--- config.mk ---
export PLATFORM = sky130hd
export DESIGN_NAME = seven_seg_scan_decoder
export DESIGN_NICKNAME = d
export VERILOG_FILES = /design/src/rtl/seven_seg_scan_decoder.sv
export SDC_FILE = /design/constraint.sdc
export NUM_CORES = 1
export LEC_CHECK = 0
export CAP_MARGIN = 40
export CORE_MARGIN = 4
export CORE_UTILIZATION = 60
export CTS_CLUSTER_SIZE = 16
export DETAILED_ROUTE_END_ITERATION = 16
export DONT_BUFFER_PORTS = 1
export PLACE_DENSITY = 0.76
export SLEW_MARGIN = 20
export SYNTH_ARGS = -nofsm -noshare
export SYNTH_HDL_FRONTEND = slang
export SYNTH_SLANG_ARGS = --single-unit
--- constraint.sdc ---
create_clock -name clk -period 3 [get_ports clk]
set_input_delay 0.6 -clock clk [delete_from_list [all_inputs] [get_ports clk]]
set_output_delay 0.6 -clock clk [all_outputs]
set_load 0.03 [all_outputs]
--- src/rtl/seven_seg_scan_decoder.sv ---
// Scrapes a multiplexed 7-segment bus back into per-slot BCD digits, with a
// stability filter, undecodable-pattern flags, frame completion and scan-error pulses.
module seven_seg_scan_decoder #(
  parameter int NUM_DIGITS    = 4,
  parameter int STABLE_CYCLES = 4
) (
  input  logic                    clk,
  input  logic                    rst_n,
  input  logic [6:0]              seg_in,
  input  logic [NUM_DIGITS-1:0]   an_in,
  output logic [4*NUM_DIGITS-1:0] digits_bcd,
  output logic [NUM_DIGITS-1:0]   digit_err,
  output logic                    frame_valid,
  output logic                    scan_err
);

  localparam int SW = NUM_DIGITS + 7;
  localparam int CW = $clog2(STABLE_CYCLES + 1);
  localparam logic [CW-1:0] LAST_COUNT = CW'(STABLE_CYCLES - 1);

  localparam logic [0:0] ST_SETTLE = 1'b0;
  localparam logic [0:0] ST_HOLD   = 1'b1;

  logic [SW-1:0]           r_sample;
  logic [SW-1:0]           r_prev;
  logic [SW-1:0]           r_acceptPat;
  logic                    r_pend;
  logic [0:0]              r_state;
  logic [CW-1:0]           r_count;
  logic [NUM_DIGITS-1:0]   r_seen;
  logic [4*NUM_DIGITS-1:0] r_digits;
  logic [NUM_DIGITS-1:0]   r_err;
  logic                    r_frame;
  logic                    r_scanErr;

  logic                    w_change;
  logic [CW-1:0]           w_countNext;
  logic [NUM_DIGITS-1:0]   w_acceptAn;
  logic [6:0]              w_acceptSeg;
  logic [3:0]              w_decBcd;
  logic                    w_decOk;
  logic                    w_multi;
  logic                    w_onehot;
  logic [NUM_DIGITS-1:0]   w_seenNext;

  assign w_change    = (r_sample != r_prev);
  assign w_countNext = r_count + 1'b1;

  // The accepted pattern is latched one edge before it is acted on, so a change
  // arriving right after the final stable sample cannot cancel an earned accept.
  always_ff @(posedge clk) begin
    if (!rst_n) begin
      r_sample    <= '0;
      r_prev      <= '0;
      r_acceptPat <= '0;
      r_pend      <= 1'b0;
      r_state     <= ST_SETTLE;
      r_count     <= '0;
    end else begin
      r_sample <= {an_in, seg_in};
      r_prev   <= r_sample;
      r_pend   <= 1'b0;
      if (w_change) begin
        r_count <= '0;
        r_state <= ST_SETTLE;
      end else if (r_state == ST_SETTLE) begin
        r_count <= w_countNext;
        if (w_countNext == LAST_COUNT) begin
          r_state     <= ST_HOLD;
          r_pend      <= 1'b1;
          r_acceptPat <= r_sample;
        end
      end
    end
  end

  assign w_acceptAn  = ~r_acceptPat[SW-1:7];
  assign w_acceptSeg = r_acceptPat[6:0];

  always_comb begin
    w_decBcd = 4'hF;
    case (w_acceptSeg)
      7'b1111110: w_decBcd = 4'd0;
      7'b0110000: w_decBcd = 4'd1;
      7'b1101101: w_decBcd = 4'd2;
      7'b1111001: w_decBcd = 4'd3;
      7'b0110011: w_decBcd = 4'd4;
      7'b1011011: w_decBcd = 4'd5;
      7'b1011111: w_decBcd = 4'd6;
      7'b1110000: w_decBcd = 4'd7;
      7'b1111111: w_decBcd = 4'd8;
      7'b1111011: w_decBcd = 4'd9;
      default:    w_decBcd = 4'hF;
    endcase
  end

  assign w_decOk    = (w_decBcd != 4'hF);
  assign w_multi    = ((w_acceptAn & (w_acceptAn - 1'b1)) != '0);
  assign w_onehot   = (w_acceptAn != '0) && !w_multi;
  assign w_seenNext = r_seen | w_acceptAn;

  always_ff @(posedge clk) begin
    if (!rst_n) begin
      r_seen    <= '0;
      r_digits  <= '0;
      r_err     <= '0;
      r_frame   <= 1'b0;
      r_scanErr <= 1'b0;
    end else begin
      r_frame   <= 1'b0;
      r_scanErr <= 1'b0;
      if (r_pend) begin
        if (w_multi) begin
          r_scanErr <= 1'b1;
        end else if (w_onehot) begin
          for (int i = 0; i < NUM_DIGITS; i++) begin
            if (w_acceptAn[i]) begin
              r_digits[4*i +: 4] <= w_decBcd;
              r_err[i]           <= !w_decOk;
            end
          end
          if (&w_seenNext) begin
            r_frame <= 1'b1;
            r_seen  <= '0;
          end else begin
            r_seen <= w_seenNext;
          end
        end
      end
    end
  end

  assign digits_bcd  = r_digits;
  assign digit_err   = r_err;
  assign frame_valid = r_frame;
  assign scan_err    = r_scanErr;

endmodule

==> results of run 1 <==
[cells in the final DEF, fill, tap and decap left out]
cell type and count:
sky130_fd_sc_hd__dfxtp_1 64, sky130_fd_sc_hd__nand2_1 40, sky130_fd_sc_hd__o21ai_0 19, sky130_fd_sc_hd__inv_1 15, sky130_fd_sc_hd__xor2_1 12, sky130_fd_sc_hd__and2_1 12, sky130_fd_sc_hd__clkbuf_8 12, sky130_fd_sc_hd__mux2i_1 11
sky130_fd_sc_hd__a21oi_1 10, sky130_fd_sc_hd__nor2_1 9, sky130_fd_sc_hd__o22ai_1 9, sky130_fd_sc_hd__nand3_1 8, sky130_fd_sc_hd__nor2b_1 7, sky130_fd_sc_hd__nor3_1 6, sky130_fd_sc_hd__nor3b_1 5, sky130_fd_sc_hd__a31oi_1 5
sky130_fd_sc_hd__nand2b_1 4, sky130_fd_sc_hd__xnor2_1 3, sky130_fd_sc_hd__nor4b_1 3, sky130_fd_sc_hd__and4_1 3, sky130_fd_sc_hd__nand4_1 3, sky130_fd_sc_hd__a41oi_1 3, sky130_fd_sc_hd__clkinv_2 3, sky130_fd_sc_hd__buf_4 3
sky130_fd_sc_hd__nor4_1 2, sky130_fd_sc_hd__a211oi_1 2, sky130_fd_sc_hd__o2111a_1 2, sky130_fd_sc_hd__o2111ai_1 2, sky130_fd_sc_hd__ha_1 2, sky130_fd_sc_hd__or4b_4 1, sky130_fd_sc_hd__and3b_1 1, sky130_fd_sc_hd__o2111ai_2 1
sky130_fd_sc_hd__o211ai_1 1, sky130_fd_sc_hd__nand4b_1 1, sky130_fd_sc_hd__or3_4 1, sky130_fd_sc_hd__a21oi_2 1, sky130_fd_sc_hd__clkbuf_1 1, sky130_fd_sc_hd__buf_2 1
[kinds of logic (layout without fill, tap and decap cells)]
group | after synthesis | after routing
adder cells (fa/ha/maj) | 2 | 2
multiplexers | 11 | 11
AND/OR/NAND/NOR | 106 | 106
AO/OA/AOI/OAI | 55 | 55
flip-flops | 64 | 64
buffers and inverters | 35 | 35
XOR/XNOR | 15 | 15
[worst register-to-register path: cells and delay by family (launching register included)]
| kind | cells | cell delay [ns] |
|---|---|---|
| mux | 1 | 0.25 |
| fa+ha+maj | 1 | 0.22 |
| simple gates | 2 | 0.90 |
| flops | 1 | 0.33 |
| xor+xnor | 1 | 0.22 |
[per-layer routing]
layer,global-route usage [%],part of all wire (%)
met4,11.5,2.1
met5,0,0
met1,24.2,46
met3,5.34,4.2
met2,29.9,47
[state kept, by name, summed over array words and instances (netlist names)]
register / cells
r_state: 1
frame_valid: 1
digit_err: 4
r_count: 3
scan_err: 1
r_acceptPat: 11
r_prev: 11
r_sample: 11
digits_bcd: 16
r_seen: 4
r_pend: 1
[worst paths after layout]
check | from | endpoint | slack, ns | depth (start not counted)
setup / recovery | r_count[0]$_SDFFE_PP0N_ | r_acceptPat[10]$_SDFFE_PN0P_ | 1.01 | 5
hold / removal | an_in[3] | r_sample[10]$_SDFF_PN0_ | 0.39 | 1
setup reg to reg | r_count[0]$_SDFFE_PP0N_ | r_acceptPat[10]$_SDFFE_PN0P_ | 1.01 | 5
hold reg to reg | r_sample[0]$_SDFF_PN0_ | r_prev[0]$_SDFF_PN0_ | 0.46 | 2
[report_power, final]
group          leakage, uW  switching [uW]  internal, uW  total, uW
combinational     0.000500            16.9          15.0       31.8
clock            0.0000992             303           363        667
sequential        0.000520            7.70           864        872
[cell type report]
type | instances | area [um2] | area share (%)
tap | 50 | 62.6 | 2.25
sequential | 64 | 1280 | 46.0
timing repair buffer | 4 | 27.5 | 0.988
clock buffer | 13 | 169 | 6.06
inverter | 15 | 56.3 | 2.02
multi-input combinational | 189 | 1170 | 42.1
clock inverter | 3 | 15.0 | 0.539
[per-stage QoR]
stage          utilization (%)  instance area [um2]
6_report                  68.2                 2790
3_5_place_dp              63.7                 2600
4_1_cts                   68.2                 2790
3_3_place_gp              63.5                 2600
2_1_floorplan                -                 2610
5_1_grt                   68.2                 2790
==> reports/metrics.csv, run 1 <==
metric;value;unit
synth_top_area_share;49.2;%
synth.area.mux_share;4.22;%
worstPathBufferInverterCount;0;
setup_violations;0;
ctsLongestPathBuffers;2;
cts_hold_repair.buffers;0;
core_region_area;0.00409;mm2
place_ws;1.04;ns
drt_iter0_markers;100;
max-vdd-ir-drop;336;uV
start_kind;flip-flop;
synth-xor-area-share;5.04;%
n_antenna_cell;0;
finalWirelength;4750;um
place.port_buffers;0;
setup.worst_path.class;reg -> reg;
largest_net_degree_at_the_start_of_global_routing;68;
p_total;1570;uW
endpoint_arrival_time_on_the_critical_path;2.26;ns
syn_nets;303;
tritoncts_num_sinks;64;
netlist_area;0.00261;mm2
grt_pass1_wl;8020;um
fin_cells;338;
slew_viol_final;0;
drt_drc_violations_left;0;
ios;35;
power_density;564;mW/mm2
critical_path.cell_chain;ha_1 > xnor2_1 > nor4b_1 > and4_1 > mux2i_1;
antenna_found_initial;0;
rows;23;
required;3.27;ns
yosys-top-cells-area;sky130_fd_sc_hd__dfxtp_1 49%, sky130_fd_sc_hd__nand2_1 5.8%, sky130_fd_sc_hd__mux2i_1 4.2%;
layout-drive-gt1-share;7.99;%
first_pass_iters;4;
cts-buffers-inserted;9;
share_of_the_synthesized_area_in_compound_gates_ao_oa_aoi_oai;13.3;%
critPathMaxStageDelay;0.64;ns
cts_setup_buffers;0;
syn_inst;288;
yosysUniqueCellTypes;37;
cts_tree;done;
synth_top_flop_cell;sky130_fd_sc_hd__dfxtp_1;
numPlacedInstances;322;
via_count_of_the_first_global_routing_pass;1758;
final_hold_viol_count;0;
outcome;finished clean;
finalSetupTns;0;ns
setup_slack;1.01;ns
source_to_sink_clock_delay_at_the_later_pin_of_the_worst_skew_pair;0.34;ns
number_of_synthesized_flops_with_an_enable_pin;0;
detail_route.wl_per_cell;14.0;um
async_reset_ff_share;0;%
route.antenna.remaining_nets;0;
max_cap_violations;0;
ctsHtreeMaxLevel;3;
share_of_the_yosys_chip_area_belonging_to_registers;49.2;%
critPathTopFamily;simple AND/OR/NAND/NOR gates;
worst_pin_slew;0.614;ns
leakage;0.00112;uW
initial_core_util;63.8;%
die_ar;0.00546;mm2
syn-mean-instance-area;9.05;um2
clk_root_buffer_cell;sky130_fd_sc_hd__clkbuf_8;
grt-ovfl-total;0;
flow.area_growth_from_synthesis;6.87;%
dieWidth;73.9;um
synth.yosys.warnings;0;
post_drt_via_cell_ratio;5.67;
setup_repair_after_global_routing_missed_its_margin;no;
cp_max_fo;11;
floorplan.die.height;73.9;um
cp-end-kind;flip-flop;
slew-limit-headroom;59.1;%
gpl.final_weighted_congestion;0.799;
netlist_top_cells_count;64 x sky130_fd_sc_hd__dfxtp_1, 40 x sky130_fd_sc_hd__nand2_1, 19 x sky130_fd_sc_hd__o21ai_0;
final_nets;298;
cts.clk_slew.worst_paths;0.06;ns
final_period_minus_worst_setup_slack;1.99;ns
synth.most_common_cell;sky130_fd_sc_hd__dfxtp_1;
dp_hpwl;3220;um
cts_resized;0;
synthAdderAreaFrac;0.960;%
clock_skew;0.00649;ns
synth.largest_area_cell;sky130_fd_sc_hd__dfxtp_1;
globalRouteTotalUtil;19.4;%
final.period_utilization;66.4;%
fin_worst_hold_slack;0.389;ns
worst_hold_path_type;in -> reg;
synth-seq-cells;64;
fraction_of_the_mapped_netlist_area_in_simple_logic_gates;21.6;%
route.vias.total;1918;
timing.fmax;502;MHz
synth_top_family_by_area;simple AND/OR/NAND/NOR gates;
cp_max_delay_cell;sky130_fd_sc_hd__and4_1;
fillcell_total;347;
(Power assumes the default switching activity.)
==> run 2: changes to the inputs <==
==> constraint.sdc (replaced) <==
create_clock -name clk -period 1.9 [get_ports clk]
set_input_delay 0.38 -clock clk [delete_from_list [all_inputs] [get_ports clk]]
set_output_delay 0.38 -clock clk [all_outputs]
set_load 0.03 [all_outputs]
==> reports/metrics.csv, run 2 (synthesized netlist as in run 1, its figures left out) <==
metric;value;unit
min-delay-start;seg_in[3];
clk_root_buffer_cell;sky130_fd_sc_hd__clkbuf_8;
place.port_buffers;0;
cts_tree;done;
worst_hold_path_type;in -> reg;
grt-ovfl-total;0;
final.period_utilization;89.8;%
ios;35;
cp_max_fo;6;
clock_skew;0.00456;ns
initial_core_util;63.8;%
numPlacedInstances;329;
floorplan.die.height;73.9;um
layout-drive-gt1-share;10.5;%
worst_pin_slew;0.473;ns
finalWirelength;5030;um
grt_pass1_wl;8460;um
worst_setup_path_startpoint;r_count[0]$_SDFFE_PP0N_;
largest_register_ff_count;16;
cts.clk_slew.worst_paths;0.07;ns
n_antenna_cell;0;
final_nets;305;
cp-end-kind;flip-flop;
max_cap_violations;0;
final_hold_viol_count;0;
gpl.final_weighted_congestion;0.837;
ctsLongestPathBuffers;2;
worst_r2r_src;r_count[0]$_SDFFE_PP0N_;
outcome;finished clean;
cts-buffers-inserted;9;
finalSetupTns;0;ns
setup_slack;0.193;ns
core_region_area;0.00409;mm2
fin_cells;345;
setup.worst_path.class;reg -> reg;
timing.fmax;586;MHz
slew_viol_final;0;
largest_net_degree_at_the_start_of_global_routing;68;
globalRouteTotalUtil;20.7;%
cts_setup_buffers;0;
layout_commonest_cell;sky130_fd_sc_hd__dfxtp_1;
slew-limit-headroom;68.3;%
first_pass_iters;5;
rows;23;
place_ws;0.211;ns
tritoncts_num_sinks;64;
die_ar;0.00546;mm2
flow.area_growth_from_synthesis;9.55;%
start_kind;flip-flop;
setup_violations;0;
setup_repair_after_global_routing_missed_its_margin;no;
fillcell_total;343;
antenna_found_initial;0;
source_to_sink_clock_delay_at_the_later_pin_of_the_worst_skew_pair;0.34;ns
route.vias.total;1977;
detail_route.wl_per_cell;14.6;um
final_period_minus_worst_setup_slack;1.71;ns
route.antenna.remaining_nets;0;
leakage;0.00115;uW
final-seq-area;0.00128;mm2
via_count_of_the_first_global_routing_pass;1796;
dieWidth;73.9;um
required;2.17;ns
endpoint_arrival_time_on_the_critical_path;1.98;ns
max-vdd-ir-drop;503;uV
area_occupied_by_multi_input_gates;0.00119;mm2
power_density;874;mW/mm2
drt_drc_violations_left;0;
post_drt_via_cell_ratio;5.73;
layout_common_cells;64 x sky130_fd_sc_hd__dfxtp_1, 40 x sky130_fd_sc_hd__nand2_1, 19 x sky130_fd_sc_hd__o21ai_0;
ctsHtreeMaxLevel;3;
dp_hpwl;3310;um
drt_iter0_markers;79;
run 2: changes by cell type in the layout (fill, tap and decap cells not counted):
cell | before | now
sky130_fd_sc_hd__nor4b_1 | 3 | 2
sky130_fd_sc_hd__clkbuf_1 | 1 | 2
sky130_fd_sc_hd__buf_4 | 3 | 11
sky130_fd_sc_hd__buf_2 | 1 | 0
sky130_fd_sc_hd__nor4b_2 | 0 | 1
sky130_fd_sc_hd__clkinv_2 | 3 | 1
sky130_fd_sc_hd__clkinvlp_4 | 0 | 1
sky130_fd_sc_hd__xnor2_2 | 0 | 1
sky130_fd_sc_hd__xnor2_1 | 3 | 2
run 2: metrics by stage:
stage	hold WS (ns)	area [um2]	util, %	total power, uW
2_1_floorplan	0.441	2610	-	1460
3_3_place_gp	0.460	2660	65.0	1460
3_5_place_dp	0.462	2660	65.0	1460
4_1_cts	0.150	2840	69.5	2520
5_1_grt	0.147	2860	69.9	2590
6_report	0.160	2860	69.9	2500
run 2: area by class of cell:
cell class	count	share of cell area (%)
timing repair buffer	11	2.89
sequential	64	44.9
clock buffer	14	6.05
clock inverter	2	0.438
inverter	15	1.97
multi-input combinational	189	41.6
tap	50	2.19
run 2: path summary, 6_finish.rpt:
kind	endpoint	slack, ns	cells past startpoint
setup reg to reg	r_acceptPat[1]$_SDFFE_PN0P_	0.19	6
hold / removal	r_sample[3]$_SDFF_PN0_	0.16	1
setup / recovery	r_acceptPat[1]$_SDFFE_PN0P_	0.19	6
hold reg to reg	r_prev[2]$_SDFF_PN0_	0.46	2
run 2: worst max-delay path, cell delays in order, from the launching register on:
cell and delay (ns):
sky130_fd_sc_hd__dfxtp_1 0.33, sky130_fd_sc_hd__ha_1 0.24, sky130_fd_sc_hd__xnor2_2 0.18, sky130_fd_sc_hd__nor4b_2 0.23
sky130_fd_sc_hd__and4_1 0.27, sky130_fd_sc_hd__buf_4 0.19, sky130_fd_sc_hd__mux2i_1 0.19
run 2: per-layer routing:
layer / vias to the layer above / global-route usage [%] / share of wire [%]
li1: 994 / - / -
met1: 922 / 26.4 / 44
met2: 50 / 31.4 / 49
met3: 11 / 8.34 / 5.4
met4: 0 / 7.85 / 1.7
met5: - / 0 / 0
run 2: report_power, final:
group,switching (uW),internal [uW]
Combinational,28.2,23.7
Clock,489,579
Sequential,12.3,1360
Total,530,1970
run 2: repair_timing:
item / in CTS / in global routing
gates resized for setup: 0 / 2
hold buffers: 0 / 0
endpoints found under the setup margin: 0 / 11
